[config.mk]
export PLATFORM = sky130hd
export DESIGN_NAME = eth_cmd_receiver_flat
export DESIGN_NICKNAME = d
export VERILOG_FILES = /design/src/rtl/eth_cmd_receiver_if.sv /design/src/rtl/eth_cmd_receiver.sv /design/src/flat_wrapper.sv
export SDC_FILE = /design/constraint.sdc
export NUM_CORES = 1
export LEC_CHECK = 0
export BUFFER_PORTS_ARGS = -buffer_cell sky130_fd_sc_hd__buf_2
export CORE_ASPECT_RATIO = 0.7
export CORE_MARGIN = 2
export CORE_UTILIZATION = 30
export CTS_BUF_LIST = sky130_fd_sc_hd__clkbuf_8
export DETAILED_ROUTE_END_ITERATION = 10
export PLACE_DENSITY = 0.56
export SYNTH_ARGS = -nofsm -noshare
export SYNTH_HDL_FRONTEND = slang
export SYNTH_SLANG_ARGS = --single-unit
[constraint.sdc]
create_clock -name clk -period 3.55 [get_ports clk]
set_input_delay 0.71 -clock clk [delete_from_list [all_inputs] [get_ports clk]]
set_output_delay 0.71 -clock clk [all_outputs]
set_load 0.02 [all_outputs]
[src/rtl/eth_cmd_receiver_if.sv]
// Receive-path and command-side signals of the Ethernet command receiver.
// The slave modport is the receiver itself; master is the PHY/control side.
interface eth_cmd_receiver_if;
  logic [7:0]  rx_data;
  logic [1:0]  rx_ctl;
  logic        rx_enable;
  logic        cmd_valid;
  logic        cmd_ack;
  logic [6:0]  cmd_len;
  logic [5:0]  cmd_rd_addr;
  logic [7:0]  cmd_rd_data;
  logic [47:0] src_mac;

  modport master (
    output rx_data, rx_ctl, rx_enable, cmd_ack, cmd_rd_addr,
    input  cmd_valid, cmd_len, cmd_rd_data, src_mac
  );

  modport slave (
    input  rx_data, rx_ctl, rx_enable, cmd_ack, cmd_rd_addr,
    output cmd_valid, cmd_len, cmd_rd_data, src_mac
  );
endinterface

[src/rtl/eth_cmd_receiver.sv]
// Parses GMII-style byte frames, CRC-checks command frames addressed to this unit and
// stages up to 64 payload bytes behind a valid/ack handshake with a registered read port.
module eth_cmd_receiver #(
  parameter logic [15:0] ETHERTYPE     = 16'h88B7,
  parameter int unsigned MAX_CMD_BYTES = 64,
  parameter int unsigned MIN_PAYLOAD   = 46,
  parameter int unsigned MAX_PREAMBLE  = 15
) (
  input  logic                 clk,
  input  logic                 reset,
  input  logic [47:0]          i_mac_addr,
  eth_cmd_receiver_if.slave    cmd_if,
  output logic [15:0]          o_good_count,
  output logic [15:0]          o_crc_err_count,
  output logic [15:0]          o_drop_count
);
  typedef enum logic [2:0] {StIdle, StPreamble, StHeader, StPayload, StCheck, StDrop} state_e;

  localparam logic [4:0]  PreMax  = 5'(MAX_PREAMBLE);
  localparam logic [10:0] PayMax  = 11'(MAX_CMD_BYTES);
  localparam logic [10:0] PayMin  = 11'(MIN_PAYLOAD);
  localparam logic [31:0] CrcGood = 32'hDEBB20E3;

  function automatic logic [31:0] crc_byte(input logic [31:0] c, input logic [7:0] d);
    logic [31:0] r;
    r = c ^ {24'h0, d};
    for (int k = 0; k < 8; k++) r = r[0] ? ((r >> 1) ^ 32'hEDB88320) : (r >> 1);
    return r;
  endfunction

  state_e r_state, w_state_d;
  logic [4:0]       r_pre_cnt, w_pre_cnt_d;
  logic [3:0]       r_hdr_idx, w_hdr_idx_d;
  logic             r_match_local, w_match_local_d, r_match_bcast, w_match_bcast_d;
  logic             r_type_hi_ok, w_type_hi_ok_d;
  logic [47:0]      r_src_shadow, w_src_shadow_d;
  logic [31:0]      r_crc, w_crc_d;
  logic [3:0][7:0]  r_dl, w_dl_d;
  logic [2:0]       r_dl_cnt, w_dl_cnt_d;
  logic [10:0]      r_pay_cnt, w_pay_cnt_d;
  logic             r_busy_at_sfd, w_busy_at_sfd_d;
  logic             r_cmd_valid, w_cmd_valid_d;
  logic [6:0]       r_cmd_len, w_cmd_len_d;
  logic [47:0]      r_src_mac, w_src_mac_d;
  logic [15:0]      r_good, w_good_d, r_crc_err, w_crc_err_d, r_drop, w_drop_d;
  logic [7:0]       r_rd_data;
  logic [7:0]       r_staging [64];

  logic       w_valid, w_idle, w_local, w_bcast, w_frame_ok;
  logic [7:0] w_mac_byte;
  logic       w_wr_en;
  logic [5:0] w_wr_addr;

  assign w_valid = (cmd_if.rx_ctl == 2'b11);
  assign w_idle  = (cmd_if.rx_ctl == 2'b00);

  always_comb begin
    case (r_hdr_idx)
      4'd0:    w_mac_byte = i_mac_addr[47:40];
      4'd1:    w_mac_byte = i_mac_addr[39:32];
      4'd2:    w_mac_byte = i_mac_addr[31:24];
      4'd3:    w_mac_byte = i_mac_addr[23:16];
      4'd4:    w_mac_byte = i_mac_addr[15:8];
      default: w_mac_byte = i_mac_addr[7:0];
    endcase
  end

  // Byte 0 starts a fresh match; later bytes accumulate into the running match flags.
  assign w_local = ((r_hdr_idx == 4'd0) | r_match_local) & (cmd_if.rx_data == w_mac_byte);
  assign w_bcast = ((r_hdr_idx == 4'd0) | r_match_bcast) & (cmd_if.rx_data == 8'hFF);
  assign w_frame_ok = (r_crc == CrcGood) && (r_pay_cnt >= PayMin);

  // State register
  always_ff @(posedge clk) begin
    if (reset) r_state <= StIdle;
    else       r_state <= w_state_d;
  end

  // Next-state logic
  always_comb begin
    w_state_d = r_state;
    unique case (r_state)
      StIdle: begin
        if (w_valid) begin
          w_state_d = (cmd_if.rx_data == 8'h55 && cmd_if.rx_enable) ? StPreamble : StDrop;
        end
      end
      StPreamble: begin
        if (w_valid) begin
          if (cmd_if.rx_data == 8'h55) begin
            if (r_pre_cnt >= PreMax) w_state_d = StDrop;
          end else if (cmd_if.rx_data == 8'hD5) begin
            w_state_d = StHeader;
          end else begin
            w_state_d = StDrop;
          end
        end else begin
          w_state_d = w_idle ? StIdle : StDrop;
        end
      end
      StHeader: begin
        if (!w_valid) begin
          w_state_d = StDrop;
        end else if (r_hdr_idx == 4'd5 && !(w_local || w_bcast)) begin
          w_state_d = StDrop;
        end else if (r_hdr_idx == 4'd13) begin
          w_state_d = (r_type_hi_ok && cmd_if.rx_data == ETHERTYPE[7:0]) ? StPayload : StDrop;
        end
      end
      StPayload: begin
        if (w_idle)        w_state_d = StCheck;
        else if (!w_valid) w_state_d = StDrop;
      end
      StCheck: w_state_d = StIdle;
      StDrop:  if (w_idle) w_state_d = StIdle;
      default: w_state_d = StIdle;
    endcase
  end

  // Datapath next values and staging write strobe
  always_comb begin
    w_pre_cnt_d     = r_pre_cnt;
    w_hdr_idx_d     = r_hdr_idx;
    w_match_local_d = r_match_local;
    w_match_bcast_d = r_match_bcast;
    w_type_hi_ok_d  = r_type_hi_ok;
    w_src_shadow_d  = r_src_shadow;
    w_crc_d         = r_crc;
    w_dl_d          = r_dl;
    w_dl_cnt_d      = r_dl_cnt;
    w_pay_cnt_d     = r_pay_cnt;
    w_busy_at_sfd_d = r_busy_at_sfd;
    w_cmd_valid_d   = r_cmd_valid;
    w_cmd_len_d     = r_cmd_len;
    w_src_mac_d     = r_src_mac;
    w_good_d        = r_good;
    w_crc_err_d     = r_crc_err;
    w_drop_d        = r_drop;
    w_wr_en         = 1'b0;
    w_wr_addr       = r_pay_cnt[5:0];

    if (r_cmd_valid && cmd_if.cmd_ack) w_cmd_valid_d = 1'b0;

    unique case (r_state)
      StIdle: if (w_valid && cmd_if.rx_data == 8'h55 && cmd_if.rx_enable) w_pre_cnt_d = 5'd1;
      StPreamble: begin
        if (w_valid && cmd_if.rx_data == 8'h55) w_pre_cnt_d = r_pre_cnt + 5'd1;
        if (w_valid && cmd_if.rx_data == 8'hD5) begin
          w_crc_d         = 32'hFFFFFFFF;
          w_hdr_idx_d     = 4'd0;
          w_pay_cnt_d     = 11'd0;
          w_dl_cnt_d      = 3'd0;
          w_busy_at_sfd_d = r_cmd_valid;
        end
      end
      StHeader: begin
        if (w_valid) begin
          w_crc_d     = crc_byte(r_crc, cmd_if.rx_data);
          w_hdr_idx_d = r_hdr_idx + 4'd1;
          if (r_hdr_idx <= 4'd5) begin
            w_match_local_d = w_local;
            w_match_bcast_d = w_bcast;
          end else if (r_hdr_idx <= 4'd11) begin
            w_src_shadow_d = {r_src_shadow[39:0], cmd_if.rx_data};
          end else if (r_hdr_idx == 4'd12) begin
            w_type_hi_ok_d = (cmd_if.rx_data == ETHERTYPE[15:8]);
          end
        end
      end
      StPayload: begin
        if (w_valid) begin
          w_crc_d = crc_byte(r_crc, cmd_if.rx_data);
          w_dl_d  = {r_dl[2:0], cmd_if.rx_data};
          // The last four bytes still in the delay line at end of frame are the FCS.
          if (r_dl_cnt == 3'd4) begin
            if (r_pay_cnt != 11'h7FF) w_pay_cnt_d = r_pay_cnt + 11'd1;
            w_wr_en = (r_pay_cnt < PayMax) && !r_busy_at_sfd && !r_cmd_valid;
          end else begin
            w_dl_cnt_d = r_dl_cnt + 3'd1;
          end
        end
      end
      StCheck: begin
        if (w_frame_ok && r_busy_at_sfd) begin
          w_drop_d = r_drop + 16'd1;
        end else if (w_frame_ok) begin
          w_cmd_valid_d = 1'b1;
          w_cmd_len_d   = (r_pay_cnt >= PayMax) ? 7'(MAX_CMD_BYTES) : r_pay_cnt[6:0];
          w_src_mac_d   = r_src_shadow;
          w_good_d      = r_good + 16'd1;
        end else begin
          w_crc_err_d = r_crc_err + 16'd1;
        end
      end
      StDrop:  ;
      default: ;
    endcase
  end

  always_ff @(posedge clk) begin
    if (reset) begin
      r_pre_cnt     <= '0;
      r_hdr_idx     <= '0;
      r_match_local <= 1'b0;
      r_match_bcast <= 1'b0;
      r_type_hi_ok  <= 1'b0;
      r_src_shadow  <= '0;
      r_crc         <= '0;
      r_dl          <= '0;
      r_dl_cnt      <= '0;
      r_pay_cnt     <= '0;
      r_busy_at_sfd <= 1'b0;
      r_cmd_valid   <= 1'b0;
      r_cmd_len     <= '0;
      r_src_mac     <= '0;
      r_good        <= '0;
      r_crc_err     <= '0;
      r_drop        <= '0;
      r_rd_data     <= '0;
    end else begin
      r_pre_cnt     <= w_pre_cnt_d;
      r_hdr_idx     <= w_hdr_idx_d;
      r_match_local <= w_match_local_d;
      r_match_bcast <= w_match_bcast_d;
      r_type_hi_ok  <= w_type_hi_ok_d;
      r_src_shadow  <= w_src_shadow_d;
      r_crc         <= w_crc_d;
      r_dl          <= w_dl_d;
      r_dl_cnt      <= w_dl_cnt_d;
      r_pay_cnt     <= w_pay_cnt_d;
      r_busy_at_sfd <= w_busy_at_sfd_d;
      r_cmd_valid   <= w_cmd_valid_d;
      r_cmd_len     <= w_cmd_len_d;
      r_src_mac     <= w_src_mac_d;
      r_good        <= w_good_d;
      r_crc_err     <= w_crc_err_d;
      r_drop        <= w_drop_d;
      r_rd_data     <= r_staging[cmd_if.cmd_rd_addr];
    end
  end

  always_ff @(posedge clk) begin
    if (w_wr_en && !reset) r_staging[w_wr_addr] <= r_dl[3];
  end

  assign cmd_if.cmd_valid   = r_cmd_valid;
  assign cmd_if.cmd_len     = r_cmd_len;
  assign cmd_if.cmd_rd_data = r_rd_data;
  assign cmd_if.src_mac     = r_src_mac;
  assign o_good_count       = r_good;
  assign o_crc_err_count    = r_crc_err;
  assign o_drop_count       = r_drop;
endmodule

[src/flat_wrapper.sv]
// flat-port wrapper written by rule: the top's interface ports become plain ports
module eth_cmd_receiver_flat 
#(
  parameter logic [15:0] ETHERTYPE     = 16'h88B7,
  parameter int unsigned MAX_CMD_BYTES = 64,
  parameter int unsigned MIN_PAYLOAD   = 46,
  parameter int unsigned MAX_PREAMBLE  = 15
)
  (clk, reset, i_mac_addr, o_good_count, o_crc_err_count, o_drop_count, cmd_if_rx_data, cmd_if_rx_ctl, cmd_if_rx_enable, cmd_if_cmd_ack, cmd_if_cmd_rd_addr, cmd_if_cmd_valid, cmd_if_cmd_len, cmd_if_cmd_rd_data, cmd_if_src_mac);
  eth_cmd_receiver_if cmd_if_i ();
  input  logic clk;
  input  logic reset;
  input  logic [47:0] i_mac_addr;
  output logic [15:0] o_good_count;
  output logic [15:0] o_crc_err_count;
  output logic [15:0] o_drop_count;
  input wire logic [$bits(cmd_if_i.rx_data)-1:0] cmd_if_rx_data;
  input wire logic [$bits(cmd_if_i.rx_ctl)-1:0] cmd_if_rx_ctl;
  input wire logic [$bits(cmd_if_i.rx_enable)-1:0] cmd_if_rx_enable;
  input wire logic [$bits(cmd_if_i.cmd_ack)-1:0] cmd_if_cmd_ack;
  input wire logic [$bits(cmd_if_i.cmd_rd_addr)-1:0] cmd_if_cmd_rd_addr;
  output wire logic [$bits(cmd_if_i.cmd_valid)-1:0] cmd_if_cmd_valid;
  output wire logic [$bits(cmd_if_i.cmd_len)-1:0] cmd_if_cmd_len;
  output wire logic [$bits(cmd_if_i.cmd_rd_data)-1:0] cmd_if_cmd_rd_data;
  output wire logic [$bits(cmd_if_i.src_mac)-1:0] cmd_if_src_mac;
  assign cmd_if_i.rx_data = cmd_if_rx_data;
  assign cmd_if_i.rx_ctl = cmd_if_rx_ctl;
  assign cmd_if_i.rx_enable = cmd_if_rx_enable;
  assign cmd_if_i.cmd_ack = cmd_if_cmd_ack;
  assign cmd_if_i.cmd_rd_addr = cmd_if_cmd_rd_addr;
  assign cmd_if_cmd_valid = cmd_if_i.cmd_valid;
  assign cmd_if_cmd_len = cmd_if_i.cmd_len;
  assign cmd_if_cmd_rd_data = cmd_if_i.cmd_rd_data;
  assign cmd_if_src_mac = cmd_if_i.src_mac;
  eth_cmd_receiver #(.ETHERTYPE(ETHERTYPE), .MAX_CMD_BYTES(MAX_CMD_BYTES), .MIN_PAYLOAD(MIN_PAYLOAD), .MAX_PREAMBLE(MAX_PREAMBLE)) u_core (.clk(clk), .reset(reset), .i_mac_addr(i_mac_addr), .cmd_if(cmd_if_i), .o_good_count(o_good_count), .o_crc_err_count(o_crc_err_count), .o_drop_count(o_drop_count));
endmodule
After elaboration in Yosys (flattened, before gate mapping) --
Memories as Yosys holds them, arrays and structs flattened. A register that Yosys moved wholly into a read port is not among the register bits. Index checks and enable logic that the tools add are counted.
Cells by class: $add $sub $neg 7, magnitude comparators 6, equal/unequal tests 36, muxes and demuxes 52, bitwise gates (word level) 17, reductions and logical operators 39
Operators with widths (count):
- 32-bit two-way mux | 10
- 13-bit NOT with 14-bit output | 8
- 32-bit case mux with 2 select lines | 1
- 3-bit two-way mux | 17
- 16-bit by 1-bit adder with 16-bit output, second input constant | 3
- 11-bit two-way mux | 4
- 8-bit case mux with 5 select lines | 1
- 32-bit == test, second input constant | 1
- 8-bit == test, second input constant | 4
- 32-bit by 8-bit XOR with 32-bit output | 1
- 11-bit case mux with 2 select lines | 1
- 2-bit by 1-bit != test with 1-bit output, second input constant | 10
- 3-bit AND reduction | 6
- 3-bit case mux with 5 select lines | 1
- 5-bit AND reduction | 3
- 1-bit logical AND | 12
- 11-bit by 1-bit adder with 11-bit output, second input constant | 1
- 11-bit by 6-bit >= comparator with 1-bit output, second input constant | 1
- 11-bit by 7-bit >= comparator with 1-bit output, second input constant | 1
- 11-bit by 7-bit less-than comparator with 1-bit output, second input constant | 1
- 11-bit != test, second input constant | 1
- 5-bit two-way mux | 2
- 5-bit case mux with 2 select lines | 1
- 3-bit == test, second input constant | 3
- 35 further kinds | 63
Word-level totals: bits in registers 246, RAM bits 512, input port bits 68, output and inout bits 112, logic and storage cells 179, memories kept 1
Memories:
- u_core.r_staging | depth 64, width 8, read ports 1, clocked after memory_dff 1, wr ports 1, line eth_cmd_receiver.sv:47 | logic [7:0] r_staging [64];

Logic depth before layout (Yosys ltp) --
depth in word-level cells 19, depth in mapped cells 12, depth with buffers taken out 10

Least setup slack after synthesis --
Ideal clock, no wire load.
path type input-to-reg, from in cmd_if_cmd_rd_addr[0], to reg u_core.r_rd_data[6], in the netlist u_core.cmd_if.cmd_rd_data[6] (read register of u_core.r_staging), library setup time 128 ps, data arrival time 3113 ps, data required time 3422 ps, path slack 309 ps, stages 6, path buffers 2, path through buf_2 buf_1 mux4_2 mux4_2 mux4_2 nor2b_1
RTL lines:
- from (decl) | line flat_wrapper.sv:21 | input wire logic [$bits(cmd_if_i.cmd_rd_addr)-1:0] cmd_if_cmd_rd_addr;
- to (decl) | line eth_cmd_receiver.sv:46 | logic [7:0] r_rd_data;

Final worst setup path --
from reg u_core.r_crc[8], to reg u_core.r_drop[15], in the netlist u_core.o_drop_count[15]
On the way: word-level cells in the longest chain between the ends 4
RTL lines:
- from (decl) | line eth_cmd_receiver.sv:37 | logic [31:0] r_crc, w_crc_d;
- from (signal assigned) | line eth_cmd_receiver.sv:227 | r_crc <= w_crc_d;
- 32-bit == test | line eth_cmd_receiver.sv:71 | assign w_frame_ok = (r_crc == CrcGood) && (r_pay_cnt >= PayMin);
- 1-bit logical AND | line eth_cmd_receiver.sv:71
- 1-bit logical AND | line eth_cmd_receiver.sv:184 | if (w_frame_ok && r_busy_at_sfd) begin
- 2-bit AND reduction (no line)
- to (signal assigned) | line eth_cmd_receiver.sv:237 | r_drop <= w_drop_d;
- to (decl) | line eth_cmd_receiver.sv:45 | logic [15:0] r_good, w_good_d, r_crc_err, w_crc_err_d, r_drop, w_drop_d;
Every way passes these cells. A chain may end at the register's enable or synchronous reset.

==> flow_summary.yaml <==
status:
  outcome: "finished, final reports clean"
min_path:
  min_to: "u_core.cmd_if.cmd_valid"
  hold_class: "in2reg"
  hold_depth: 3
  hold_start: "cmd_if_cmd_ack"
sta:
  slew_headroom_pct: 8.09
  finalHoldViolCount: 0
  final.setup.tns_ns: 0
  fin_crit_ns: 3.27
  rsz0062_at_grt: "no"
  slew_violations: 0
  holdWs_ns: 0.203
  worstMarginPinSlew_ns: 1.38
  fin_crit_sh_pct: 92.2
  max_freq_mhz: 306
  finalClockSkew_ns: 0.0587
  setup_viol: 0
final_layout:
  drive_above_1_share_pct: 26.0
  final_nets: 2524
  syn_to_final_growth_pct: 17.9
  fillCellCount: 9708
worst_setup_path:
  path_cells: "or4_1 -> nor4_2 -> nand4_2 -> nand4bb_1 -> or4_1 -> xor2_1 -> nor2_1"
  path_max_fanout: 6
  critPathLaunch: "u_core.r_crc[8]"
  endpoint_kind: "flop"
  regToRegSetupSlack_ns: 0.28
  startpoint_type: "flop"
  reg2reg_to: "u_core.o_drop_count[15]"
  max_stage_delay_ns: 0.59
  worst_path_most_repeated_cell: "or4_1"
  crit_arrival_ns: 3.86
  crit_type: "reg2reg"
  required_ns: 4.13
  critPathSlowestCell: "or4_1"
  worst-r2r-cell-count: 7
  worstReg2RegStart: "u_core.r_crc[8]"
routing:
  drcViolationCount: 0
  drtPass1Iterations: 5
  wl_per_cell_um: 19.9
  antenna_left: 0
  via_count: 18920
  wl_um: 77800
  via_per_inst: 4.85
  drtIter0Drc: 1743
global_route:
  grt_pass1_vias: 19387
  grt-ovfl-total: 0
  grt_max_degree: 104
  antenna_found_initial: 8
  grt_usage_pct: 14.7
  grt_pass1_wl_um: 119000
yosys:
  ys_async_sr_fraction_pct: 0
  syn-cell-area_um2: 30700
  avgSynthCellArea_um2: 14.2
  synth_fp_nets: 2240
  synthCells: 2159
  yosys_warnings: 0
  synth_cell_types: 68
  synth-edff-count: 512
  ys_ff_latch: 766
  seq_area_frac_synth_pct: 66.6
  synthFlopType: "edfxtp_1"
floorplanning:
  ioPinCount: 180
  core_um2: 102000
  dieHeight_um: 272
  start_util_pct: 30.2
  die-width_um: 386
  num_rows: 98
  die_area_um2: 105000
clock_tree:
  clkSinkCount: 766
  cts.clk_slew.worst_paths_ns: 0.07
  clk-insertion-delay-late_ns: 0.79
  cts_buffer_depth: 3
  clockRootBuffer: "clkbuf_8"
  h-tree-depth: 3
  cts_tree: "built"
  numCtsBuffers: 118
power:
  power_leakage_nw: 13.5
  vdd_drop_max_mv: 0.271
  p_per_area_nw_per_um2: 488
placed_design:
  portBuffers: 179
  gp_congestion: 0.849
  dp_hpwl_um: 49700
flow_run:
  maxCapViolCount: 0
[through the flow]
| step | utilization, % | setup WS (ns) | instances | area (um^2) | power, W |
|---|---|---|---|---|---|
| 3_3_place_gp | 33.2 | 0.317 | 3673 | 33800 | 0.0104 |
| 3_5_place_dp | 33.2 | 0.263 | 3673 | 33800 | 0.0104 |
| 4_1_cts | 35.6 | 0.239 | 3893 | 36200 | 0.0179 |
| 2_1_floorplan | - | 0.309 | 2159 | 30700 | 0.0102 |
| 6_report | 35.6 | 0.278 | 3899 | 36200 | 0.0177 |
| 5_1_grt | 35.6 | 0.100 | 3897 | 36200 | 0.0184 |
[flip-flops by register name, indices dropped and copies added (netlist names), 4 cells and up]
signal                     flops
u_core.r_hdr_idx               4
u_core.r_src_shadow           48
u_core.r_crc                  32
u_core.r_staging             512
u_core.o_crc_err_count        16
u_core.o_good_count           16
u_core.cmd_if.src_mac         48
u_core.cmd_if.cmd_rd_data      8
u_core.o_drop_count           16
u_core.r_dl                   32
u_core.r_pre_cnt               5
u_core.r_pay_cnt              11
u_core.cmd_if.cmd_len          7
[power by group]
group          internal [W]  switching, W  total, W
Sequential          0.00942     0.0000287   0.00945
Combinational      0.000311      0.000440  0.000751
Clock               0.00392       0.00356   0.00747
[worst max path at each step]
stage / slack (ns) / endpoint / cells past startpoint
3_5_place_dp: 0.26 / u_core.r_state[2] / 10
2_1_floorplan: 0.31 / u_core.cmd_if.cmd_rd_data[6] / 6
5_1_grt: 0.10 / u_core.o_drop_count[15] / 7
6_report: 0.28 / u_core.o_drop_count[15] / 7
3_3_place_gp: 0.32 / u_core.cmd_if.cmd_rd_data[5] / 7
4_1_cts: 0.24 / u_core.o_drop_count[15] / 7
[cells in the final DEF (no fill, tap or decap), drive strengths merged, types with 2 or more instances in the layout]
cell / count
ha: 13
nand3b: 4
xor2: 52
nor4b: 2
or4: 6
nor3: 14
nand4: 20
and3: 13
clkinv: 58
clkbuf: 132
a22o: 3
a222oi: 2
nand2: 313
buf: 290
xnor2: 77
nand4b: 6
a211o: 3
nand3: 38
nand2b: 10
o21ai: 15
mux2i: 5
diode: 6
edfxtp: 512
dfxtp: 254
or3: 7
nor2b: 13
a22oi: 11
nor2: 195
inv: 49
a221oi: 5
bufinv: 7
and2: 7
a21oi: 171
o2111ai: 2
a211oi: 33
mux4: 168
or4b: 2
nor4: 7
or2: 2
[layer usage]
| metal | wire (um) | up-vias | GRT usage, % |
|---|---|---|---|
| met4 | 1620 | 0 | 4.48 |
| met2 | 34800 | 584 | 22.3 |
| met1 | 36200 | 9615 | 20.8 |
| li1 | - | 8609 | - |
| met3 | 5200 | 112 | 3.46 |
| met5 | 0 | - | 0 |
[synthesized netlist by cell type, types with 4 or more instances]
master | count | area (um^2)
nor2b_1 | 13 | 81.3
nand3_1 | 38 | 190
nand4b_1 | 6 | 52.6
or3_1 | 7 | 43.8
nor3_1 | 13 | 65.1
xnor2_1 | 77 | 674
nand4_1 | 18 | 113
a211oi_1 | 33 | 248
nand2_1 | 313 | 1170
buf_2 | 17 | 85.1
xor2_1 | 52 | 455
dfxtp_1 | 254 | 5080
a22oi_1 | 11 | 82.6
buf_6 | 4 | 45.0
and2_1 | 7 | 43.8
nand2b_1 | 9 | 56.3
a221oi_1 | 5 | 43.8
a21oi_1 | 171 | 856
buf_1 | 20 | 75.1
clkbuf_1 | 86 | 323
and3_1 | 12 | 75.1
nor2_1 | 193 | 724
nand3b_1 | 4 | 30.0
ha_1 | 13 | 163
edfxtp_1 | 512 | 15400
mux2i_1 | 5 | 50.1
mux4_2 | 168 | 3780
o21ai_0 | 15 | 75.1
inv_1 | 26 | 97.6
nor4_1 | 4 | 25.0
[cells by family after synthesis]
group                    synth area share, %
adder cells (fa/ha/maj)                0.529
buffers and inverters                   2.04
AND/OR/NAND/NOR                         9.69
AO/OA/AOI/OAI                           4.95
XOR/XNOR                                3.68
multiplexers                            12.5
flip-flops                              66.6
[cell type report]
class | instances | area [um^2] | share of cell area, %
Antenna cell | 6 | 15.0 | 0.0414
Tap cell | 1350 | 1690 | 4.66
Inverter | 26 | 97.6 | 0.269
Multi-Input combinational cell | 1240 | 9660 | 26.7
Clock inverter | 89 | 597 | 1.65
Clock buffer | 131 | 1800 | 4.98
Sequential cell | 766 | 20500 | 56.5
Timing Repair Buffer | 291 | 1890 | 5.22
[critical path, delay by kind of cell (launching register included)]
family	cells	cell delay [ns]
AND/OR/NAND/NOR	6	2.59
flip-flops	1	0.33
XOR/XNOR	1	0.16
[timing repair]
action | in CTS | in global routing
hold buffers | 0 | 0
setup endpoints to repair | 0 | 1
setup buffers | 0 | 0
gates resized for setup | 0 | 1
No activity file was read; power rests on OpenSTA's default activity.
